[src/rtl/collision_scan.sv]
// Tile-map collision scanner: once per frame tick, probes eight points around the
// player box in the tile map and commits contact flags plus snap positions together.
module collision_scan #(
    parameter int TILE_SHIFT = 4,
    parameter int MAP_COLS   = 40,
    parameter int SCREEN_W   = 640,
    parameter int SCREEN_H   = 480
) (
    input  logic        Clk,
    input  logic        Reset_n,
    input  logic        frame_clk,
    input  logic [9:0]  BallX,
    input  logic [9:0]  BallY,
    input  logic [9:0]  BallS,
    output logic [10:0] map_addr,
    input  logic        map_data,
    output logic        touch_down,
    output logic        touch_up,
    output logic        touch_left,
    output logic        touch_right,
    output logic [9:0]  touch_down_position_y,
    output logic [9:0]  touch_up_position_y,
    output logic [9:0]  touch_left_position_x,
    output logic [9:0]  touch_right_position_x,
    output logic        logic_in_air,
    output logic        scan_done,
    output logic        scan_overrun
);
    typedef enum logic [1:0] {IDLE, PROBE, CHECK, COMMIT} state_t;

    state_t      state_q, state_d;
    logic        fs1_q, fs1_d, fs2_q, fs2_d, fe_q, fe_d;
    logic [2:0]  k_q, k_d;
    logic [9:0]  x_q, x_d, y_q, y_d, s_q, s_d;
    logic [3:0]  hit_q, hit_d;  // bit order: down, up, left, right
    logic [10:0] map_addr_q, map_addr_d;
    logic [3:0]  touch_q, touch_d;
    logic [9:0]  dpy_q, dpy_d, upy_q, upy_d, lpx_q, lpx_d, rpx_q, rpx_d;
    logic        scan_done_q, scan_done_d, overrun_q, overrun_d;

    logic        start, in_range, floor_hit, probe_hit;
    logic [9:0]  s1, px, py, yd, yu, xl, xr, dpos, upos, lpos, rpos;
    logic [10:0] probe_addr;

    always_comb begin
        s1 = s_q + 10'd1;
        px = x_q + s1;
        py = y_q + s_q;
        case (k_q)
            3'd0: begin px = x_q - s_q; py = y_q + s1;  end
            3'd1: begin px = x_q + s_q; py = y_q + s1;  end
            3'd2: begin px = x_q - s_q; py = y_q - s1;  end
            3'd3: begin px = x_q + s_q; py = y_q - s1;  end
            3'd4: begin px = x_q - s1;  py = y_q - s_q; end
            3'd5: begin px = x_q - s1;  py = y_q + s_q; end
            3'd6: begin px = x_q + s1;  py = y_q - s_q; end
            default: begin px = x_q + s1; py = y_q + s_q; end
        endcase
        in_range   = (px < 10'(SCREEN_W)) && (py < 10'(SCREEN_H));
        // Only the two bottom probes treat the area below the screen as solid floor.
        floor_hit  = (k_q[2:1] == 2'd0) && (py >= 10'(SCREEN_H)) && (px < 10'(SCREEN_W));
        probe_hit  = in_range ? map_data : floor_hit;
        probe_addr = 11'(py >> TILE_SHIFT) * 11'(MAP_COLS) + 11'(px >> TILE_SHIFT);

        yd = y_q + s1;
        yu = y_q - s1;
        xl = x_q - s1;
        xr = x_q + s1;
        dpos = (yd >= 10'(SCREEN_H)) ? 10'(SCREEN_H - 1) - s_q
                                     : ((yd >> TILE_SHIFT) << TILE_SHIFT) - 10'd1 - s_q;
        upos = ((yu >> TILE_SHIFT) << TILE_SHIFT) + 10'(1 << TILE_SHIFT) + s_q;
        lpos = ((xl >> TILE_SHIFT) << TILE_SHIFT) + 10'(1 << TILE_SHIFT) + s_q;
        rpos = ((xr >> TILE_SHIFT) << TILE_SHIFT) - 10'd1 - s_q;
    end

    always_comb begin
        fs1_d       = frame_clk;
        fs2_d       = fs1_q;
        fe_d        = fs2_q;
        start       = fs2_q & ~fe_q;
        state_d     = state_q;
        k_d         = k_q;
        x_d         = x_q;
        y_d         = y_q;
        s_d         = s_q;
        hit_d       = hit_q;
        map_addr_d  = map_addr_q;
        touch_d     = touch_q;
        dpy_d       = dpy_q;
        upy_d       = upy_q;
        lpx_d       = lpx_q;
        rpx_d       = rpx_q;
        scan_done_d = 1'b0;
        overrun_d   = overrun_q | (start && (state_q != IDLE));
        case (state_q)
            IDLE: if (start) begin
                x_d     = BallX;
                y_d     = BallY;
                s_d     = BallS;
                hit_d   = '0;
                k_d     = '0;
                state_d = PROBE;
            end
            PROBE: begin
                map_addr_d = in_range ? probe_addr : 11'd0;
                state_d    = CHECK;
            end
            CHECK: begin
                hit_d[k_q[2:1]] = hit_q[k_q[2:1]] | probe_hit;
                k_d             = k_q + 3'd1;
                state_d         = (k_q == 3'd7) ? COMMIT : PROBE;
            end
            default: begin
                touch_d     = hit_q;
                dpy_d       = hit_q[0] ? dpos : 10'd0;
                upy_d       = hit_q[1] ? upos : 10'd0;
                lpx_d       = hit_q[2] ? lpos : 10'd0;
                rpx_d       = hit_q[3] ? rpos : 10'd0;
                scan_done_d = 1'b1;
                state_d     = IDLE;
            end
        endcase
    end

    always_ff @(posedge Clk or negedge Reset_n) begin
        if (!Reset_n) begin
            state_q     <= IDLE;
            fs1_q       <= 1'b0;
            fs2_q       <= 1'b0;
            fe_q        <= 1'b0;
            k_q         <= '0;
            x_q         <= '0;
            y_q         <= '0;
            s_q         <= '0;
            hit_q       <= '0;
            map_addr_q  <= '0;
            touch_q     <= '0;
            dpy_q       <= '0;
            upy_q       <= '0;
            lpx_q       <= '0;
            rpx_q       <= '0;
            scan_done_q <= 1'b0;
            overrun_q   <= 1'b0;
        end else begin
            state_q     <= state_d;
            fs1_q       <= fs1_d;
            fs2_q       <= fs2_d;
            fe_q        <= fe_d;
            k_q         <= k_d;
            x_q         <= x_d;
            y_q         <= y_d;
            s_q         <= s_d;
            hit_q       <= hit_d;
            map_addr_q  <= map_addr_d;
            touch_q     <= touch_d;
            dpy_q       <= dpy_d;
            upy_q       <= upy_d;
            lpx_q       <= lpx_d;
            rpx_q       <= rpx_d;
            scan_done_q <= scan_done_d;
            overrun_q   <= overrun_d;
        end
    end

    assign map_addr               = map_addr_q;
    assign touch_down             = touch_q[0];
    assign touch_up               = touch_q[1];
    assign touch_left             = touch_q[2];
    assign touch_right            = touch_q[3];
    assign touch_down_position_y  = dpy_q;
    assign touch_up_position_y    = upy_q;
    assign touch_left_position_x  = lpx_q;
    assign touch_right_position_x = rpx_q;
    assign logic_in_air           = ~touch_q[0];
    assign scan_done              = scan_done_q;
    assign scan_overrun           = overrun_q;
endmodule

[config.mk]
export PLATFORM = sky130hd
export DESIGN_NAME = collision_scan
export DESIGN_NICKNAME = d
export VERILOG_FILES = /design/src/rtl/collision_scan.sv
export SDC_FILE = /design/constraint.sdc
export NUM_CORES = 1
export LEC_CHECK = 0
export BUFFER_PORTS_ARGS = -buffer_cell sky130_fd_sc_hd__clkbuf_2
export CORE_ASPECT_RATIO = 1.2
export CORE_MARGIN = 2
export CORE_UTILIZATION = 23
export CTS_CLUSTER_SIZE = 14
export DETAILED_ROUTE_END_ITERATION = 8
export SLEW_MARGIN = 25
export SYNTH_ARGS = -nofsm -noshare
export SYNTH_HDL_FRONTEND = slang
export SYNTH_SLANG_ARGS = --single-unit
export TNS_END_PERCENT = 30
[constraint.sdc]
create_clock -name Clk -period 4.5 [get_ports Clk]
set_input_delay 0.9 -clock Clk [delete_from_list [all_inputs] [get_ports Clk]]
set_output_delay 0.9 -clock Clk [all_outputs]
set_load 0.02 [all_outputs]
Yosys cells after proc, flatten, opt, wreduce, memory -nomap -nowiden

Index checks and enable logic that the tools add are counted.

Register bits after elaboration: 99
Bits of input ports: 34
Output and inout bits: 58
Word-level logic and storage cells: 100

Add/subtract/negate cells: 20
Multiply operators: 1
$lt $le $gt $ge: 6
Equality and inequality tests: 10
Mux-type cells: 22
Bitwise gates (word level): 5
Reduce and logical (&&, ||, !) cells: 19

Operator list:

| cell                    | count |
|---|---|
| $add A10 B10 Y10        | 6 |
| $pmux W10 S3            | 2 |
| $sub A10 B10 Y10        | 6 |
| $mux W10                | 5 |
| $add A10 B5 Y10 const B | 2 |
| $ge A10 B9 Y1 const B   | 2 |
| $sub A10 B1 Y10 const B | 2 |
| $eq A3 B3 Y1 const B    | 4 |
| $reduce_or A2 Y1        | 6 |
| $add A11 B6 Y11         | 1 |
| $mux W11                | 1 |
| $add A10 B1 Y10 const B | 1 |
| $lt A10 B10 Y1 const B  | 1 |
| $lt A10 B9 Y1 const B   | 1 |
| $sub A9 B10 Y10 const A | 1 |
| $mul A6 B3 Y8 const B   | 1 |
| $pmux W4 S2             | 1 |
| $eq A3 B2 Y1 const B    | 2 |
| $pmux W2 S3             | 1 |
| $pmux W3 S2             | 1 |
| $logic_and A1 B1 Y1     | 5 |
| $bwmux W4               | 1 |
| $logic_not A2 Y1        | 2 |
| $mux W1                 | 4 |
| other kinds (19)        | 24 |

Depth between registers and ports, before layout

Gate-level depths: netlist of the first run.

Depth after elaboration: 10
Gate-level depth with buffers: 22
Mapped depth without buffers: 20

Worst setup path after synthesis of the first run

OpenSTA, ideal clock, no wires.

Kind: flip-flop to flip-flop
Start point: reg s_q[0]
End point: reg map_addr_q[9], in the netlist map_addr[9]
Library setup time: 0.093 ns
Arrival: 4.413 ns
Required time: 4.407 ns
Path slack: -0.007 ns
Cell stages (with the launch flop): 21
Buffers on the path: 1
Period minus slack after synthesis: 4.507 ns
Cell sequence: dfrtp_1 > buf_6 > inv_1 > ha_1 > inv_1 > nor2_1 > a21o_1 > inv_1 > ha_1 > nor2b_1 > o2111a_1 > nor3_1 > xor2_1 > a2111oi_2 > ha_1 > ha_1 > fa_1 > xor2_1 > nand3_1 > xor2_1 > o31ai_2

Cells in the longest elaborated chain, start to end: 6
Elaborated cells between the ends (all ways): 17
Classes of those cells: add/sub: 10; mul: 1; order compare: 2; mux: 3; reduce/logical: 1

RTL lines:

| item                                                   | RTL line | text |
|---|---|---|
| start, declared                                        | 34       | `logic [9:0] x_q, x_d, y_q, y_d, s_q, s_d;` |
| start signal, assigned                                 | 134      | `s_q <= '0;` |
| start signal, assigned                                 | 152      | `s_q <= s_d;` |
| $add A10 B1 Y10                                        | 46       | `s1 = s_q + 10'd1;` |
| $sub A10 B10 Y10, or another cell as far along         | 52, 53   |  |
| $pmux W10 S3                                           | 49       | `case (k_q)` |
| $mul A6 B3 Y8, or another cell as far along            | 63       | `probe_addr = 11'(py >> TILE_SHIFT) * 11'(MAP_COLS) + 11'(px >> TILE_SHIFT);` |
| $add A11 B6 Y11 or $logic_and A1 B1 Y1 (tied branches) | 63, 59   |  |
| $mux W11 (*)                                           | 105      | `map_addr_d = in_range ? probe_addr : 11'd0;` |
| end signal, assigned                                   | 154      | `map_addr_q <= map_addr_d;` |
| end, declared                                          | 36       | `logic [10:0] map_addr_q, map_addr_d;` |

Mark *: on every way between the ends. The rest lies on a longest branch, timed or not.
A chain may end at the register's enable or synchronous reset.

Worst setup path in the final report of the first run

Ends and elaborated chain as after synthesis.

==> flow_summary.ini, run 1 <==
[status]
outcome = finished clean

[sta]
finalCriticalPeriod_ns = 4.370
finClkSkew_ns = 0.006789
fmax_mhz = 228.8
fin_setup_tns_ns = 0
min_period_over_period_pct = 97.12
worstMarginPinSlew_ns = 0.9568
relSlewSlack_pct = 36.22
rsz0062_at_grt = true
hold_violations = 0
worst_slack_ns = 0.1297
setup_viol = 0
drv_slew = 0

[logic_synthesis]
synth.top_cell.area_share_pct = 30.80
synth_nets = 1075
synth_top_area_cell = dfrtp_1
yosys_warnings = 0
synth-edff-count = 0
synthTopCellsByCount = 186 x nand2_1, 103 x ha_1, 99 x dfrtp_1, 60 x nor2_1, 58 x xnor2_1
synth_cells = 929
async_flop_share_pct = 100.0
synth-main-ff-cell = dfrtp_1
synthDistinctLibCells = 73
ys_seq_elements = 99
synth_most_common_cell = nand2_1
seq_area_frac_synth_pct = 30.80
netlist_area_um2 = 8044
postSynthAreaPerCell_um2 = 8.659
synth.area.top_cells = dfrtp_1 31%, ha_1 16%, nand2_1 8.7%

[route]
wl_per_cell_um = 15.99
top_layer_used = met4
drtAntennaViolNets = 0
dr_wl_met3_um = 794
vias = 6998
routed_wl_um = 24900
first_pass_iters = 4
route.detailed.drc = 0
drt_iter0_markers = 350
wl_met1_um = 11450
wl_met2_um = 11870
avgViaCountPerCell = 4.495

[setup_path]
cp.required_ns = 4.77
critPathCaptureType = flop
crit_fanout = 5
rr_worst_depth = 16
arrival_ns = 4.64
start_kind = flop
path_class = flop to flop

[cts]
cts_tree = done
cts.reportedPaths.clkPinSlew_ns = 0.07
h-tree-depth = 3
cts_made_buffers = 9
worstSkewPairLatency_ns = 0.37
clock_path_buffers = 2
cts_root_buf = clkbuf_16
clkSinkCount = 99
cts_hold_buffers = 0

[die]
start_util_pct = 23.17
core-area_um2 = 34720
dieWidth_um = 174.7
die_area_um2 = 36490
dieHeight_um = 208.9
io_pins = 92
rows = 75

[global_route]
grt_max_degree = 52
first_global_vias = 6927
overflow = 0
antenna_found_initial = 0
grt_pass1_wl_um = 38670
grt_usage_pct = 13.70

[placement]
dp.cells = 1533
dp_hpwl_um = 20060
port_buffers = 91
post-place-ws_ns = -0.1278
gp_congestion = 0.9317

[cells_and_area]
num_antenna_cells = 0
fin_cells = 1557
nets = 1236
drive_above_1_share_pct = 26.30
area_growth_pct = 26.94
fill_cells = 3758

[hold_path]
min_path_cells = 0
worst_hold_path_type = flop to flop

[flow_run]
cap_viol_max_count = 0
[critical path, cell delays in order, from the launching register on]
cell	delay [ns]
dfrtp_2	0.45
ha_4	0.19
buf_4	0.15
xor2_4	0.16
ha_1	0.37
nor3_1	0.08
a211o_1	0.34
o2111a_1	0.28
a2111oi_2	0.37
o31a_2	0.22
ha_1	0.25
ha_2	0.22
fa_1	0.48
xor2_2	0.22
nand3_1	0.11
xor2_1	0.16
o31ai_2	0.23
[placed cells by master, fill, tap and decap left out, types with 12 or more instances in the layout]
cell / synthesis / layout
o21ai_0: 40 / 38
xnor2_1: 58 / 53
clkbuf_2: 0 / 90
nor2_1: 60 / 55
nand3_1: 27 / 26
ha_1: 103 / 95
a21o_1: 21 / 21
inv_1: 46 / 45
nand2_1: 186 / 184
nor2b_1: 14 / 12
a21oi_1: 44 / 38
dfrtp_1: 99 / 94
buf_4: 3 / 103
xor2_1: 21 / 19
[repair_timing]
item | in CTS | in global routing
resized for setup | 9 | 52
endpoints found under the hold margin | 0 | 0
pin swaps | 1 | 8
buffers inserted | 2 | 6
setup endpoints to repair | 3 | 6
[cell families after synthesis]
family	Yosys count	share of synthesized area, %
AOI/OAI and AO/OA	182	16.32
xor gates and xnor gates	80	8.804
adders and majority gates	112	18.26
buffers and inverters	93	4.760
DFF	99	30.80
muxes	8	0.9955
and+or+nand+nor	355	20.07
[registers in the layout (all words and copies together) (netlist names), 10 cells and up]
name and flops:
y_q 10, touch_right_position_x 10, map_addr 11, touch_left_position_x 10, x_q 10, s_q 10, touch_up_position_y 10, touch_down_position_y 10
[path summary, 6_finish.rpt]
check	from	to	slack, ns
hold reg to reg	fs1_q	fe_d	0.36
hold / removal	fs1_q	fe_d	0.36
min in group asynchronous	Reset_n	map_addr[3]	0.51
max in group asynchronous	Reset_n	s_q[1]	3.11
setup / recovery	s_q[0]	map_addr[9]	0.13
setup reg to reg	s_q[0]	map_addr[9]	0.13
[routing by layer]
metal  GRT usage, %  up-vias
li1               -     3500
met1          17.81     3322
met2          22.98      147
met3          1.492       29
met4          5.920        0
met5              0        -
[metrics by stage]
stage	util, %	area [um2]	hold WS (ns)
after floorplan	-	8056	0.3312
after global placement	27.68	9610	0.3376
after detailed placement	27.68	9610	0.3462
after CTS	28.64	9945	0.3620
after global routing	29.41	10210	0.3749
final	29.41	10210	0.3570
[layout make-up]
class,instances,area [um2],area share [%]
clock inverters,5,36.28,0.3554
well taps,462,578.1,5.661
multi-input cells,737,5459,53.46
inverters,50,187.7,1.838
clock buffers,11,242.7,2.377
repair buffers,193,1224,11.98
flip-flops and latches,99,2484,24.32
Power of run 1 is left out: the tool's default activity adds up to more than one toggle a clock period on the data nets, which glitch-free logic cannot reach.
==> run 2, diff against run 1 <==
--- a/config.mk
+++ b/config.mk
@@ -6,7 +6,6 @@
 export NUM_CORES = 1
 export LEC_CHECK = 0
 export BUFFER_PORTS_ARGS = -buffer_cell sky130_fd_sc_hd__clkbuf_2
-export CORE_ASPECT_RATIO = 1.2
 export CORE_MARGIN = 2
 export CORE_UTILIZATION = 23
 export CTS_CLUSTER_SIZE = 14
==> constraint.sdc (replaced) <==
create_clock -name Clk -period 5.28 [get_ports Clk]
set_input_delay 1.056 -clock Clk [delete_from_list [all_inputs] [get_ports Clk]]
set_output_delay 1.056 -clock Clk [all_outputs]
set_load 0.02 [all_outputs]
==> run 2 against run 1 <==
Sequential share of layout area is 2.3 points higher; hold slack lost 0.0048 ns; register-to-register slack gained 0.27 ns; final area down 8.7%; via count fell by 4.3%; critical path depth up 3; core utilization is 2.4 points lower; cell count is 5.7% lower; largest cell class unchanged; non-clock buffer count shrank 83; global-route usage rose by 0.13 points; die area barely moved.
==> flow_summary.ini, run 2 (synthesis gave the netlist of run 1 again) <==
[setup_path]
critPathCaptureType = flop
cp.required_ns = 5.54
crit_start = s_q[0]
path_class = flop to flop
r2r-start = s_q[0]
crit_fanout = 9
arrival_ns = 5.14
start_kind = flop

[global_route]
grt_max_degree = 64
grt_pass1_wl_um = 38560
overflow = 0
grt_usage_pct = 13.83
first_global_vias = 6719
antenna_found_initial = 3

[sta]
hold_violations = 0
fin_setup_tns_ns = 0
finClkSkew_ns = 0.01471
fmax_mhz = 204.7
worstMarginPinSlew_ns = 0.9621
finalCriticalPeriod_ns = 4.885
min_period_over_period_pct = 92.51
worst_slack_ns = 0.3955
setup_viol = 0
drv_slew = 0
relSlewSlack_pct = 35.01
rsz0062_at_grt = false

[die]
core-area_um2 = 34460
dieWidth_um = 191.0
die_area_um2 = 36480
start_util_pct = 23.34
dieHeight_um = 191.0
io_pins = 92
rows = 68

[cts]
cts_tree = done
clock_path_buffers = 2
clkSinkCount = 99
cts_made_buffers = 9
worstSkewPairLatency_ns = 0.36
cts_hold_buffers = 0
h-tree-depth = 3
cts.reportedPaths.clkPinSlew_ns = 0.08
cts_root_buf = clkbuf_16

[cells_and_area]
final_cell_mix = 186 x nand2_1, 103 x ha_1, 96 x dfrtp_1, 90 x clkbuf_2, 60 x nor2_1
largest_register_ffs = 11
final_util_pct = 27.05
seq_area_um2 = 2481
nets = 1153
final_common_cell = nand2_1
drive_above_1_share_pct = 15.81
area_growth_pct = 15.87
multi_input_area_um2 = 5196
fill_cells = 3747

[route]
drtAntennaViolNets = 0
wl_per_cell_um = 16.78
first_pass_iters = 7
drt_iter0_markers = 365
route.detailed.drc = 0
vias = 6694
avgViaCountPerCell = 4.560
routed_wl_um = 24630

[placement]
port_buffers = 91
dp_hpwl_um = 19530
gp_congestion = 0.8822
post-place-ws_ns = 0.3260

[flow_run]
cap_viol_max_count = 0

[hold_path]
worst_hold_path_type = flop to flop
hold_path.startpoint = fs1_q

[status]
outcome = finished clean
run 2: cell count changes in the layout (fill, tap and decap cells not counted), sizes merged:
| cell | change |
|---|---|
| buf | -83 |
| inv | +3 |
| clkbuf | -2 |
| clkinvlp | -1 |
| diode | +1 |
run 2: worst max-delay path, cell delays in order (launching register included):
cell and delay, ns:
dfrtp_1 0.51, inv_1 0.16, ha_1 0.39, inv_1 0.14
nor2_1 0.12, a21o_1 0.15, inv_1 0.06, ha_1 0.25
nor2b_1 0.13, o2111a_1 0.24, nor3_1 0.41, nor3_1 0.10
o31a_2 0.32, ha_1 0.31, ha_1 0.24, fa_1 0.41
xor2_1 0.29, nand3_1 0.15, xor2_1 0.17, o31ai_2 0.23
run 2: path summary, 6_finish.rpt:
path / depth (start not counted) / slack (ns) / end
worst min register to register: 0 / 0.35 / fe_d
worst max register to register: 19 / 0.40 / map_addr[9]
worst max-delay path: 19 / 0.40 / map_addr[9]
min in group asynchronous: 1 / 0.78 / touch_left_position_x[0]
worst min-delay path: 0 / 0.35 / fe_d
max in group asynchronous: 2 / 3.41 / k_q[1]
run 2: cell type report:
class / count / share of cell area, %
antenna: 1 / 0.02685
clock buffer: 9 / 2.416
clock inverter: 7 / 0.6175
inverter: 50 / 2.014
multi-input combinational: 737 / 55.75
sequential: 99 / 26.62
tap: 455 / 6.108
timing repair buffer: 110 / 6.444
run 2: timing repair:
action                                  in CTS  in global routing
resized for setup                            0                  5
buffers inserted                             0                  0
endpoints found under the setup margin       0                  2
run 2: layer usage:
metal | vias up | global-route usage [%] | wire [um]
met4 | 4 | 3.697 | 455
met1 | 3181 | 19.52 | 12170
met2 | 140 | 21.75 | 10910
li1 | 3345 | - | -
met5 | - | 0 | 26
met3 | 24 | 2.240 | 1063
run 2: metrics by stage:
step           std cells  hold WS, ns  area [um2]
4_1_cts             1467       0.3524        9308
3_5_place_dp        1451       0.3347        9025
3_3_place_gp        1451       0.3353        9024
2_1_floorplan        929       0.3312        8044
6_report            1468       0.3522        9320
5_1_grt             1467       0.3796        9318
Power of run 2 is left out for the same reason.
==> run 3, diff against run 2 <==
--- a/config.mk
+++ b/config.mk
@@ -10,6 +10,9 @@
 export CORE_UTILIZATION = 23
 export CTS_CLUSTER_SIZE = 14
 export DETAILED_ROUTE_END_ITERATION = 8
+export GPL_ROUTABILITY_DRIVEN = 0
+export RECOVER_POWER = 100
+export SETUP_SLACK_MARGIN = 0.4
 export SLEW_MARGIN = 25
 export SYNTH_ARGS = -nofsm -noshare
 export SYNTH_HDL_FRONTEND = slang
==> run 3 against run 2 <==
The flow now finishes with violations (capacitance limit, slew limit); first-iteration DRC count up 13%; highest routed layer is now met4; register-to-register slack better by 0.13 ns; largest cell class unchanged; die area unchanged; via count up 1.9%; non-clock buffer count up 5; routed wire length down 2.4%; worst setup slack better by 0.13 ns; flip-flop and latch count unchanged; critical path type unchanged; sequential share of layout area down 0.31 points.
==> flow_summary.ini, run 3 (synthesis gave the netlist of run 1 again) <==
[status]
outcome = complete, but fails checks
violations = capacitance limit, slew limit

[setup_path]
cp.required_ns = 5.55
cp.depth = 17
rr_worst_depth = 17
start_kind = flop
arrival_ns = 5.02
path_class = flop to flop
cp_top_family = compound AO/OA/AOI/OAI gates
cpPeakStageDelay_ns = 0.59
cp_slowest_cell = o311ai_0
crit_fanout = 12
critPathBufInv = 2
crit_start = s_q[0]
r2r-start = s_q[0]
cpMostUsedCell = ha_1
critPathCaptureType = flop
critical_path.cell_chain = buf_4, ha_1, xor2_1, ha_1, o311ai_0, a21oi_1, o41ai_4, a221oi_2, mux2i_1, a211oi_4, inv_1, ha_1, a21oi_1, nor2b_1, nand3_1, xor2_1, o31ai_2

[sta]
finalCriticalPeriod_ns = 4.757
finClkSkew_ns = 0.008623
min_period_over_period_pct = 90.10
worstMarginPinSlew_ns = 2.294
fin_setup_tns_ns = 0
fmax_mhz = 210.2
drv_slew = 125
relSlewSlack_pct = -52.93
setup_viol = 0
hold_violations = 0
rsz0062_at_grt = false

[cells_and_area]
drive_above_1_share_pct = 11.60
nets = 1158
area_growth_pct = 17.36
fill_cells = 3738
final_cell_mix = 186 x nand2_1, 101 x ha_1, 94 x dfrtp_1, 62 x clkbuf_1, 59 x nor2_1
final_common_cell = nand2_1
num_antenna_cells = 0
largest_register_ffs = 11

[die]
dieWidth_um = 191.0
rows = 68
die_area_um2 = 36480
dieHeight_um = 191.0
core-area_um2 = 34460
start_util_pct = 23.34
io_pins = 92

[placement]
dp_hpwl_um = 18810
port_buffers = 91

[global_route]
antenna_found_initial = 0
grt_max_degree = 69
grt_pass1_wl_um = 37030
overflow = 0
first_global_vias = 6668
grt_usage_pct = 13.21

[route]
drt_iter0_markers = 414
first_pass_iters = 5
route.detailed.drc = 0
avgViaCountPerCell = 4.633
vias = 6820
routed_wl_um = 24030
wl_per_cell_um = 16.32
drtAntennaViolNets = 0

[flow_run]
cap_viol_max_count = 3

[cts]
cts_root_buf = clkbuf_16
clock_path_buffers = 2
worstSkewPairLatency_ns = 0.36
cts_made_buffers = 9
cts.reportedPaths.clkPinSlew_ns = 0.08
cts_tree = done
cts_hold_buffers = 0
h-tree-depth = 3
clkSinkCount = 99

[hold_path]
min_path_cells = 0
hold_path.startpoint = fs1_q
worst_hold_path_type = flop to flop
[run 3: path summary, 6_finish.rpt]
kind / endpoint / slack [ns]
min in group asynchronous: touch_up_position_y[2] / 0.79
worst max register to register: map_addr[9] / 0.52
worst max-delay path: map_addr[9] / 0.52
worst min register to register: fe_d / 0.35
worst min-delay path: fe_d / 0.35
max in group asynchronous: s_q[3] / 2.23
[run 3: metrics by stage]
stage | util (%) | area, um2 | setup slack [ns] | cells | hold slack (ns)
CTS | 26.95 | 9285 | 0.4345 | 1461 | 0.3567
detailed placement | 26.06 | 8979 | 0.3280 | 1445 | 0.3381
global route | 27.40 | 9440 | 0.2435 | 1472 | 0.3774
global placement | 26.06 | 8979 | 0.4132 | 1445 | 0.3361
floorplan | - | 8044 | 0.7735 | 929 | 0.3312
finish | 27.40 | 9440 | 0.5230 | 1472 | 0.3523
[run 3: final cells by class]
class / count / area, um2 / area share, %
multi-input combinational: 737 / 5339 / 56.55
sequential: 99 / 2484 / 26.31
tap: 455 / 569.3 / 6.030
timing repair buffer: 115 / 565.5 / 5.991
clock buffer: 9 / 225.2 / 2.386
inverter: 50 / 187.7 / 1.988
clock inverter: 7 / 70.07 / 0.7422
[run 3: per-layer routing]
| layer | vias up | wire length (um) | GRT usage, % |
|---|---|---|---|
| li1 | 3349 | - | - |
| met1 | 3226 | 11620 | 18.75 |
| met2 | 211 | 10830 | 21.17 |
| met3 | 34 | 1091 | 1.157 |
| met4 | 0 | 480 | 4.025 |
| met5 | - | 0 | 0 |
[run 3: timing repair]
action / CTS / global route
pin swaps: 0 / 4
buffers inserted: 0 / 11
setup endpoints to repair: 2 / 3
resized for setup: 4 / 31
Power of run 3 is left out for the same reason.
